## config.mk

```make
export PLATFORM = sky130hd
export DESIGN_NAME = str_dec_avg
export DESIGN_NICKNAME = d
export VERILOG_FILES = /design/src/rtl/str_dec_avg.sv
export SDC_FILE = /design/constraint.sdc
export NUM_CORES = 1
export LEC_CHECK = 0
export CAP_MARGIN = 5
export CORE_ASPECT_RATIO = 0.5
export CORE_MARGIN = 2
export CORE_UTILIZATION = 30
export DETAILED_ROUTE_END_ITERATION = 7
export PLACE_DENSITY = 0.53
export SETUP_SLACK_MARGIN = 0.2
export SLEW_MARGIN = 5
export SYNTH_ARGS = -nofsm -noshare
export SYNTH_HDL_FRONTEND = slang
export SYNTH_SLANG_ARGS = --single-unit
export TNS_END_PERCENT = 30
```

## constraint.sdc

```tcl
create_clock -name clk -period 6.74 [get_ports clk]
set_input_delay 1.348 -clock clk [delete_from_list [all_inputs] [get_ports clk]]
set_output_delay 1.348 -clock clk [all_outputs]
set_load 0.03 [all_outputs]
```

## src/rtl/str_dec_avg.sv

```systemverilog
// Stream decimator/averager: accumulates signed samples and, on each decimation strobe, emits
// either the last sample of the window or the arithmetically shifted, saturated window sum.
module str_dec_avg #(
    parameter int DW  = 14,
    parameter int DWS = 16,
    parameter int DWH = 5
) (
    input  logic                  clk,
    input  logic                  rstn,
    input  logic                  ctl_rst,
    input  logic                  cfg_avg,
    input  logic [DWH-1:0]        cfg_shr,
    input  logic                  cke,
    input  logic signed [DW-1:0]  sti_dat,
    input  logic                  sti_vld,
    output logic                  sti_rdy,
    output logic signed [DW-1:0]  sto_dat,
    output logic                  sto_vld,
    input  logic                  sto_rdy,
    output logic                  sts_ovf,
    output logic                  sts_sat
);

    localparam int DWA = DW + DWS;

    logic [DWA-1:0] acc_q, acc_d;
    logic           pnd_q, pnd_d;
    logic [DW-1:0]  sto_dat_q, sto_dat_d;
    logic           sto_vld_q, sto_vld_d;
    logic           sts_ovf_q, sts_ovf_d;
    logic           sts_sat_q, sts_sat_d;

    logic           sti_rdy_s;
    logic           accept_s;
    logic           close_s;
    logic [DWA:0]   sum_w_s;
    logic [DWA-1:0] sum_s;
    logic [DWA-1:0] shifted_s;
    logic [DW-1:0]  result_s;

    // The one-bit-wider sum overflowed when its two top bits disagree.
    function automatic logic acc_ovf(input logic [DWA:0] s);
        return s[DWA] != s[DWA-1];
    endfunction

    function automatic logic [DWA-1:0] acc_clamp(input logic [DWA:0] s);
        if (s[DWA] != s[DWA-1]) begin
            if (s[DWA]) begin
                return {1'b1, {(DWA-1){1'b0}}};
            end else begin
                return {1'b0, {(DWA-1){1'b1}}};
            end
        end else begin
            return s[DWA-1:0];
        end
    endfunction

    // Fits in DW bits only if every bit above the DW-bit sign bit repeats it.
    function automatic logic dw_ovf(input logic [DWA-1:0] v);
        return ~((&v[DWA-1:DW-1]) | ~(|v[DWA-1:DW-1]));
    endfunction

    function automatic logic [DW-1:0] dw_clamp(input logic [DWA-1:0] v);
        if (dw_ovf(v)) begin
            if (v[DWA-1]) begin
                return {1'b1, {(DW-1){1'b0}}};
            end else begin
                return {1'b0, {(DW-1){1'b1}}};
            end
        end else begin
            return v[DW-1:0];
        end
    endfunction

    // Handshake, window-close detection and the saturated sum/result datapath.
    always_comb begin
        sti_rdy_s = ~sto_vld_q | sto_rdy;
        accept_s  = sti_vld & sti_rdy_s;
        close_s   = accept_s & (pnd_q | cke);
        sum_w_s   = {acc_q[DWA-1], acc_q} + {{(DWS+1){sti_dat[DW-1]}}, sti_dat};
        sum_s     = acc_clamp(sum_w_s);
        shifted_s = $signed(sum_s) >>> cfg_shr;
        if (cfg_avg) begin
            result_s = dw_clamp(shifted_s);
        end else begin
            result_s = sti_dat;
        end
    end

    // Next-state for accumulator, pending flag, output register and sticky status.
    always_comb begin
        acc_d     = acc_q;
        pnd_d     = pnd_q;
        sto_dat_d = sto_dat_q;
        sto_vld_d = sto_vld_q;
        sts_ovf_d = sts_ovf_q;
        sts_sat_d = sts_sat_q;
        if (ctl_rst) begin
            acc_d     = '0;
            pnd_d     = 1'b0;
            sto_dat_d = '0;
            sto_vld_d = 1'b0;
            sts_ovf_d = 1'b0;
            sts_sat_d = 1'b0;
        end else begin
            if (close_s) begin
                acc_d     = '0;
                pnd_d     = 1'b0;
                sto_dat_d = result_s;
                sto_vld_d = 1'b1;
            end else begin
                if (accept_s) begin
                    acc_d = sum_s;
                end else begin
                    acc_d = acc_q;
                end
                if (cke) begin
                    pnd_d = 1'b1;
                end else begin
                    pnd_d = pnd_q;
                end
                if (sto_rdy) begin
                    sto_vld_d = 1'b0;
                end else begin
                    sto_vld_d = sto_vld_q;
                end
            end
            // A strobe arriving while a close is still pending is merged, not queued.
            if (cke & pnd_q & ~accept_s) begin
                sts_ovf_d = 1'b1;
            end else begin
                sts_ovf_d = sts_ovf_q;
            end
            if ((accept_s & acc_ovf(sum_w_s)) | (close_s & cfg_avg & dw_ovf(shifted_s))) begin
                sts_sat_d = 1'b1;
            end else begin
                sts_sat_d = sts_sat_q;
            end
        end
    end

    // State registers with synchronous active-low reset.
    always_ff @(posedge clk) begin
        if (!rstn) begin
            acc_q     <= '0;
            pnd_q     <= 1'b0;
            sto_dat_q <= '0;
            sto_vld_q <= 1'b0;
            sts_ovf_q <= 1'b0;
            sts_sat_q <= 1'b0;
        end else begin
            acc_q     <= acc_d;
            pnd_q     <= pnd_d;
            sto_dat_q <= sto_dat_d;
            sto_vld_q <= sto_vld_d;
            sts_ovf_q <= sts_ovf_d;
            sts_sat_q <= sts_sat_d;
        end
    end

    assign sti_rdy = sti_rdy_s;
    assign sto_dat = sto_dat_q;
    assign sto_vld = sto_vld_q;
    assign sts_ovf = sts_ovf_q;
    assign sts_sat = sts_sat_q;

endmodule
```

==> out/metrics.cfg, run 1 <==
[sta]
post-route-min-period_ps = 6390
setup_viol = 0
hold_violations = 0
fin_skew_ps = 14.8
post-route-period-util_pct = 94.8
worst_slew_pin_slew_ps = 1120
fmax_mhz = 157
tns_ps = 0
rsz0062_at_grt = no
slew_headroom_pct = 25.0
drv_slew = 0

[floorplan]
die_y_um = 114
start_util_pct = 30.5
die_area_sq_um = 25700
die_w_um = 225
io_pins = 44
rows = 40
coreArea_sq_um = 23900

[pwr]
combPwrFrac_pct = 52.7
p_int_uw = 768
p_clk_share_pct = 25.3
power_switching_uw = 612
p_per_area_nw_per_um2 = 166
sw_frac_of_total_pct = 44.3
finalPower_uw = 1380
ir_drop_uv = 96.5
pwr-share-seq_pct = 21.9
p_leak_uw = 0.00319

[global_route]
gr-usage-met1_pct = 37.7
grt_pass1_wl_mm = 49.3
grt_max_degree = 51
grt_use_total_pct = 25.3
antenna_found_initial = 1
gr-max-usage-layer = met1
grt_pass1_vias = 7932
grtUsageMet2_pct = 36.2
grt_overflow = 0
use_met3_pct = 5.34

[drt]
num_vias = 8723
drt_first_pass_iters = 5
drtAntennaViolNets = 0
route.detailed.drc = 0
wl_per_cell_um = 24.4
drt_iter0_drc = 1140
via_per_inst = 6.45
wl_mm = 33.0

[yosys]
syn_inst = 1020
synth.largest_area_cell = dfxtp_1
syn-cell-area_sq_um = 7300
seq_area_frac_synth_pct = 13.2
async_reset_ff_share_pct = 0
synthesis.nets = 1077
synth.distinct_cells = 91
synth_edf_count = 0
yosys-top-cells-area = dfxtp_1 13%, a21oi_1 6.7%, nor2_1 6.2%, ha_1 5.1%, a211oi_1 4.4%
synth_top_area_share_pct = 13.2
yosysWarnings = 0
ys.flop_type = dfxtp_1
synth-seq-cells = 48
avgSynthCellArea_sq_um = 7.16

[clocking]
cts_made_buffers = 5
ctsHoldBuffers = 0
clock-root-buffer = clkbuf_16
cts_buffer_depth = 2
cts_tree = done
clk_latency_ps = 320
clkTransAtPathRegs_ps = 70
htreeDepth = 2
post_cts_buffers = 0
cts_sinks = 48

[setup_path]
crit-reg2reg-capture = sto_dat[6]
cp.required_ps = 7000
reg2reg_slack_ps = 1650
regToRegStartpoint = acc_q[0]
crit_arrival_ps = 6650
rr_worst_depth = 16
cp-end-kind = flip-flop
cp_slowest_stage_delay_ps = 950
path_cells = clkdlybuf4s50_1, buf_12, ha_1, nand2_1, o21a_1, o221ai_1, nor2_1, a211oi_1, and3_1, a221oi_2, a32oi_1, nand4_1, a2111oi_2, nand4_1, o211ai_2, buf_4, a311o_1
crit_path_start_kind = input port
crit_path_max_fanout = 18
crit_top_cell = nand4_1
worst_path_max_delay_cell = a211oi_1
crit_family = compound AO/OA/AOI/OAI gates
cp.buffers_inverters = 3
crit_type = in2reg

[layout]
final_common_cell = nor2_1
nets = 1094
mostFrequentLayoutCells = 120 x nor2_1, 98 x a21oi_1, 83 x nand2_1
fill_cells = 2581
drive_gt1_share_pct = 12.2
syn_to_final_growth_pct = 14.1
antenna_cells = 0
fin_area_sq_um = 8330

[placed_design]
dpl.hpwl_mm = 25.8
place_area_sq_um = 8130
io_buffers = 43
gp_congestion = 0.994

[run_status]
status = finished clean

[min_path]
hold_depth = 2
min_from = acc_q[25]
hold_path_class = reg2reg
holdPathEnd = acc_q[25]

[flow_run]
drv_cap = 0

## worst reg2reg max path, cell delays in order (launching register included)
cell and delay, ps:
dfxtp_1 310, ha_1 200, fa_1 430, a211oi_1 410
o211a_1 290, o31ai_2 170, a211o_1 350, xnor2_1 380
o21ai_0 280, a221oi_2 480, nor4_1 160, o311ai_2 460
o21ai_0 170, nor3_1 200, a31oi_1 140, buf_4 210
a311o_1 330
## worst max-delay path by stage
stage | from | end | slack, ps | cells after the start
4_1_cts | sti_dat[13] | sto_dat[6] | 410 | 17
5_1_grt | sti_dat[13] | sto_dat[12] | 250 | 17
6_report | sti_dat[13] | sto_dat[6] | 350 | 17
3_5_place_dp | sti_dat[13] | sto_dat[6] | 120 | 17
2_1_floorplan | sti_dat[0] | sto_dat[0] | 1620 | 17
3_3_place_gp | sti_dat[0] | sto_dat[6] | 80 | 17
## Yosys cell counts (10+ instances only)
master and number:
a211oi_1 43, clkbuf_1 47, o211ai_1 20, nor3_1 30, and2_1 10, a31oi_1 13
o21ai_0 53, and3_1 10, buf_2 28, mux2_2 10, nand4_1 17, o21ai_1 14
xor2_1 10, ha_1 30, nand2_1 83, dfxtp_1 48, mux2i_1 25, o2111ai_1 12
a22o_1 16, xnor2_1 13, nor2_1 120, a311o_1 14, nand3_1 12, a21o_1 14
inv_1 15, nor4_1 14, a21oi_1 98
## metrics by stage
step / utilization, % / hold WS (ps) / worst slack, ps / cells
global placement: 34.0 / 455 / 75.1 / 1345
CTS: 34.8 / 483 / 411 / 1353
global route: 34.8 / 516 / 245 / 1353
floorplan: - / 436 / 1620 / 1020
finish: 34.8 / 475 / 351 / 1353
detailed placement: 34.0 / 473 / 119 / 1345
## layout make-up
class | count | area [sq um] | area share (%)
Clock buffer | 5 | 125 | 1.50
Clock inverter | 3 | 68.8 | 0.826
Inverter | 16 | 60.1 | 0.721
Multi-Input combinational cell | 869 | 5890 | 70.7
Sequential cell | 48 | 961 | 11.5
Tap cell | 315 | 394 | 4.73
Timing Repair Buffer | 97 | 833 | 10.0
## layer usage
| layer | vias to the layer above | part of all wire [%] |
|---|---|---|
| met1 | 4210 | 48 |
| met5 | - | 0.039 |
| li1 | 4014 | - |
| met2 | 445 | 40 |
| met3 | 52 | 9.4 |
| met4 | 2 | 2.4 |
## power by group through the flow
stage	Sequential [uW]	Combinational, uW	Clock, uW
global route	304	774	369
detailed placement	309	701	0
CTS	303	704	357
global placement	309	703	0
floorplan	315	465	0
finish	303	728	350
## logic make-up (layout without fill, tap and decap cells)
logic type               count (synthesis)  in the layout  share of synthesized area (%)
AO/OA/AOI/OAI                          431            431                           43.3
AND/OR/NAND/NOR                        343            343                           22.3
buffers and inverters                  103            121                           6.24
flip-flops                              48             48                           13.2
multiplexers                            41             41                           6.82
adder cells (fa/ha/maj)                 31             31                           5.42
XOR/XNOR                                23             23                           2.76
## repair_timing
item                                   4_1_cts  5_1_grt
endpoints found under the hold margin        0        0
setup endpoints to repair                    0        1
resized for setup                            0        1
## registers in the layout, indices dropped and copies added (netlist names)
signal	cells
sts_sat	1
pnd_q	1
sto_vld	1
sto_dat	14
sts_ovf	1
acc_q	30
Power figures use the tool's default switching activity.
==> run 2: changes to the inputs <==
- TNS_END_PERCENT: 30 -> 50
==> results of run 2 <==
Final layout, timing and power as in run 1 (identical DEF).
==> run 3: changes to the inputs <==
- CORE_UTILIZATION: 30 -> 62
- PLACE_DENSITY: 0.53 -> 0.9
==> out/metrics.cfg, run 3 (synthesis gave the netlist of run 1 again) <==
[setup_path]
crit_path_start_kind = input port
worst_path_max_delay_cell = ha_1
cp.required_ps = 6990  ; about the same
crit_family = compound AO/OA/AOI/OAI gates
cp.depth = 15  ; -2
crit-reg2reg-capture = sto_dat[0]
rr_worst_depth = 14  ; -2
regToRegStartpoint = acc_q[6]
crit_path_max_fanout = 12  ; -6
cp.buffers_inverters = 2  ; -1
cp_slowest_stage_delay_ps = 630  ; -320 ps
cp-end-kind = flip-flop
path_cells = clkdlybuf4s50_1, ha_1, nand4_1, a21oi_1, o21a_1, mux2_2, nor3_1, nor3_1, o32ai_4, nand4_1, a2111oi_2, nand4_1, o211ai_2, buf_4, a311o_1
crit_arrival_ps = 6730  ; +80 ps
crit_type = in2reg
reg2reg_slack_ps = 1530  ; -120 ps
crit_start = sti_dat[6]
crit_top_cell = nand4_1

[layout]
final_common_cell = nor2_1
drive_gt1_share_pct = 11.5  ; -0.69 points
largest_reg_flops = 30  ; unchanged
nets = 1087  ; -0.64%
syn_to_final_growth_pct = 10.5
antenna_cells = 0  ; unchanged
mostFrequentLayoutCells = 120 x nor2_1, 98 x a21oi_1, 83 x nand2_1
final_util_pct = 71.9  ; +37 points
top_register = acc_q

[pwr]
p_leak_uw = 0.00314  ; -1.7%
ir_drop_uv = 122  ; +27%
p_per_area_nw_per_um2 = 165  ; -0.15%

[drt]
route.detailed.drc = 0  ; unchanged
num_vias = 9224  ; +5.7%
via_per_inst = 7.75  ; +20%
drt_first_pass_iters = 7  ; +2
drt_iter0_drc = 1766  ; +55%
wl_mm = 29.7  ; -9.9%
drtAntennaViolNets = 0  ; unchanged
wl_per_cell_um = 25.0  ; +2.5%

[global_route]
antenna_found_initial = 0  ; -1
grt_use_total_pct = 45.5  ; +20 points
grt_max_degree = 51  ; unchanged
use_met3_pct = 15.7  ; +10 points
grtUsageMet2_pct = 65.5  ; +29 points
gr-usage-met1_pct = 62.8  ; +25 points
gr-max-usage-layer = met2
grt_pass1_wl_mm = 44.4  ; -9.9%
grt_overflow = 0  ; unchanged
grt_pass1_vias = 7989  ; +0.72%

[sta]
tns_ps = 0  ; unchanged
drv_slew = 0  ; unchanged
rsz0062_at_grt = no
hold_violations = 0  ; unchanged
setup_viol = 0  ; unchanged
fin_skew_ps = 7.18  ; -7.66 ps
worst_slew_pin_slew_ps = 1190  ; +74.5 ps
slew_headroom_pct = 20.5  ; -4.5 points
fmax_mhz = 154  ; -1.4%
post-route-min-period_ps = 6480  ; +92.6 ps
post-route-period-util_pct = 96.2  ; +1.4 points

[clocking]
clock-root-buffer = clkbuf_16
clkTransAtPathRegs_ps = 80  ; about the same
clk_latency_ps = 310  ; about the same
ctsHoldBuffers = 0  ; unchanged
cts_tree = done
post_cts_resized = 0  ; unchanged
cts_made_buffers = 5  ; unchanged
htreeDepth = 2  ; unchanged
cts_sinks = 48  ; unchanged
cts_buffer_depth = 2  ; unchanged
post_cts_buffers = 0  ; unchanged

[floorplan]
die_area_sq_um = 12700  ; -50%
rows = 27  ; -33%
die_y_um = 80.7  ; -29%
coreArea_sq_um = 11200  ; -53%
die_w_um = 157  ; -30%
io_pins = 44  ; unchanged
start_util_pct = 65.1  ; +35 points

[min_path]
hold_depth = 2  ; unchanged
hold_path_class = reg2reg
min_from = acc_q[27]
holdPathEnd = acc_q[27]

[flow_run]
drv_cap = 0  ; unchanged

[placed_design]
io_buffers = 43  ; unchanged
dpl.hpwl_mm = 22.6  ; -13%
gp_congestion = 1.10  ; +10%

[run_status]
status = finished clean

run 3: where the power goes:
part	internal, uW	total, uW	switching, uW
sequential	295	303	7.88
clock	177	312	135
combinational	255	719	463
run 3: through the flow:
stage / setup slack (ps) / total power [uW] / cells / hold WS [ps] / instance area (sq um)
3_5_place_dp: 94.2 / 981 / 1182 / 475 / 7880
6_report: 258 / 1330 / 1190 / 474 / 8070
5_1_grt: 216 / 1370 / 1190 / 507 / 8070
2_1_floorplan: 1620 / 780 / 1020 / 436 / 7300
3_3_place_gp: 202 / 972 / 1182 / 466 / 7880
4_1_cts: 383 / 1290 / 1190 / 486 / 8050
run 3: routing by layer:
metal	vias to the layer above	routed length (um)
li1	4001	-
met1	4267	11900
met2	833	11600
met3	123	5080
met4	0	1140
met5	-	0
run 3: tightest hold or removal path, stage by stage, from the launching register on:
cell	delay [ps]
dfxtp_1	330
nand2_1	60
a21oi_1	50
run 3: worst max path at each step:
| stage | end |
|---|---|
| 5_1_grt | sto_dat[0] |
| 2_1_floorplan | sto_dat[0] |
| 6_report | sto_dat[0] |
| 4_1_cts | sto_dat[0] |
| 3_3_place_gp | sto_dat[6] |
| 3_5_place_dp | sto_dat[1] |
run 3: layout make-up:
cell class / count / area (sq um)
multi-input combinational: 869 / 5900
fill: 964 / 3150
sequential: 48 / 961
timing repair buffer: 90 / 778
tap: 159 / 199
clock buffer: 5 / 125
inverter: 16 / 60.1
clock inverter: 3 / 46.3
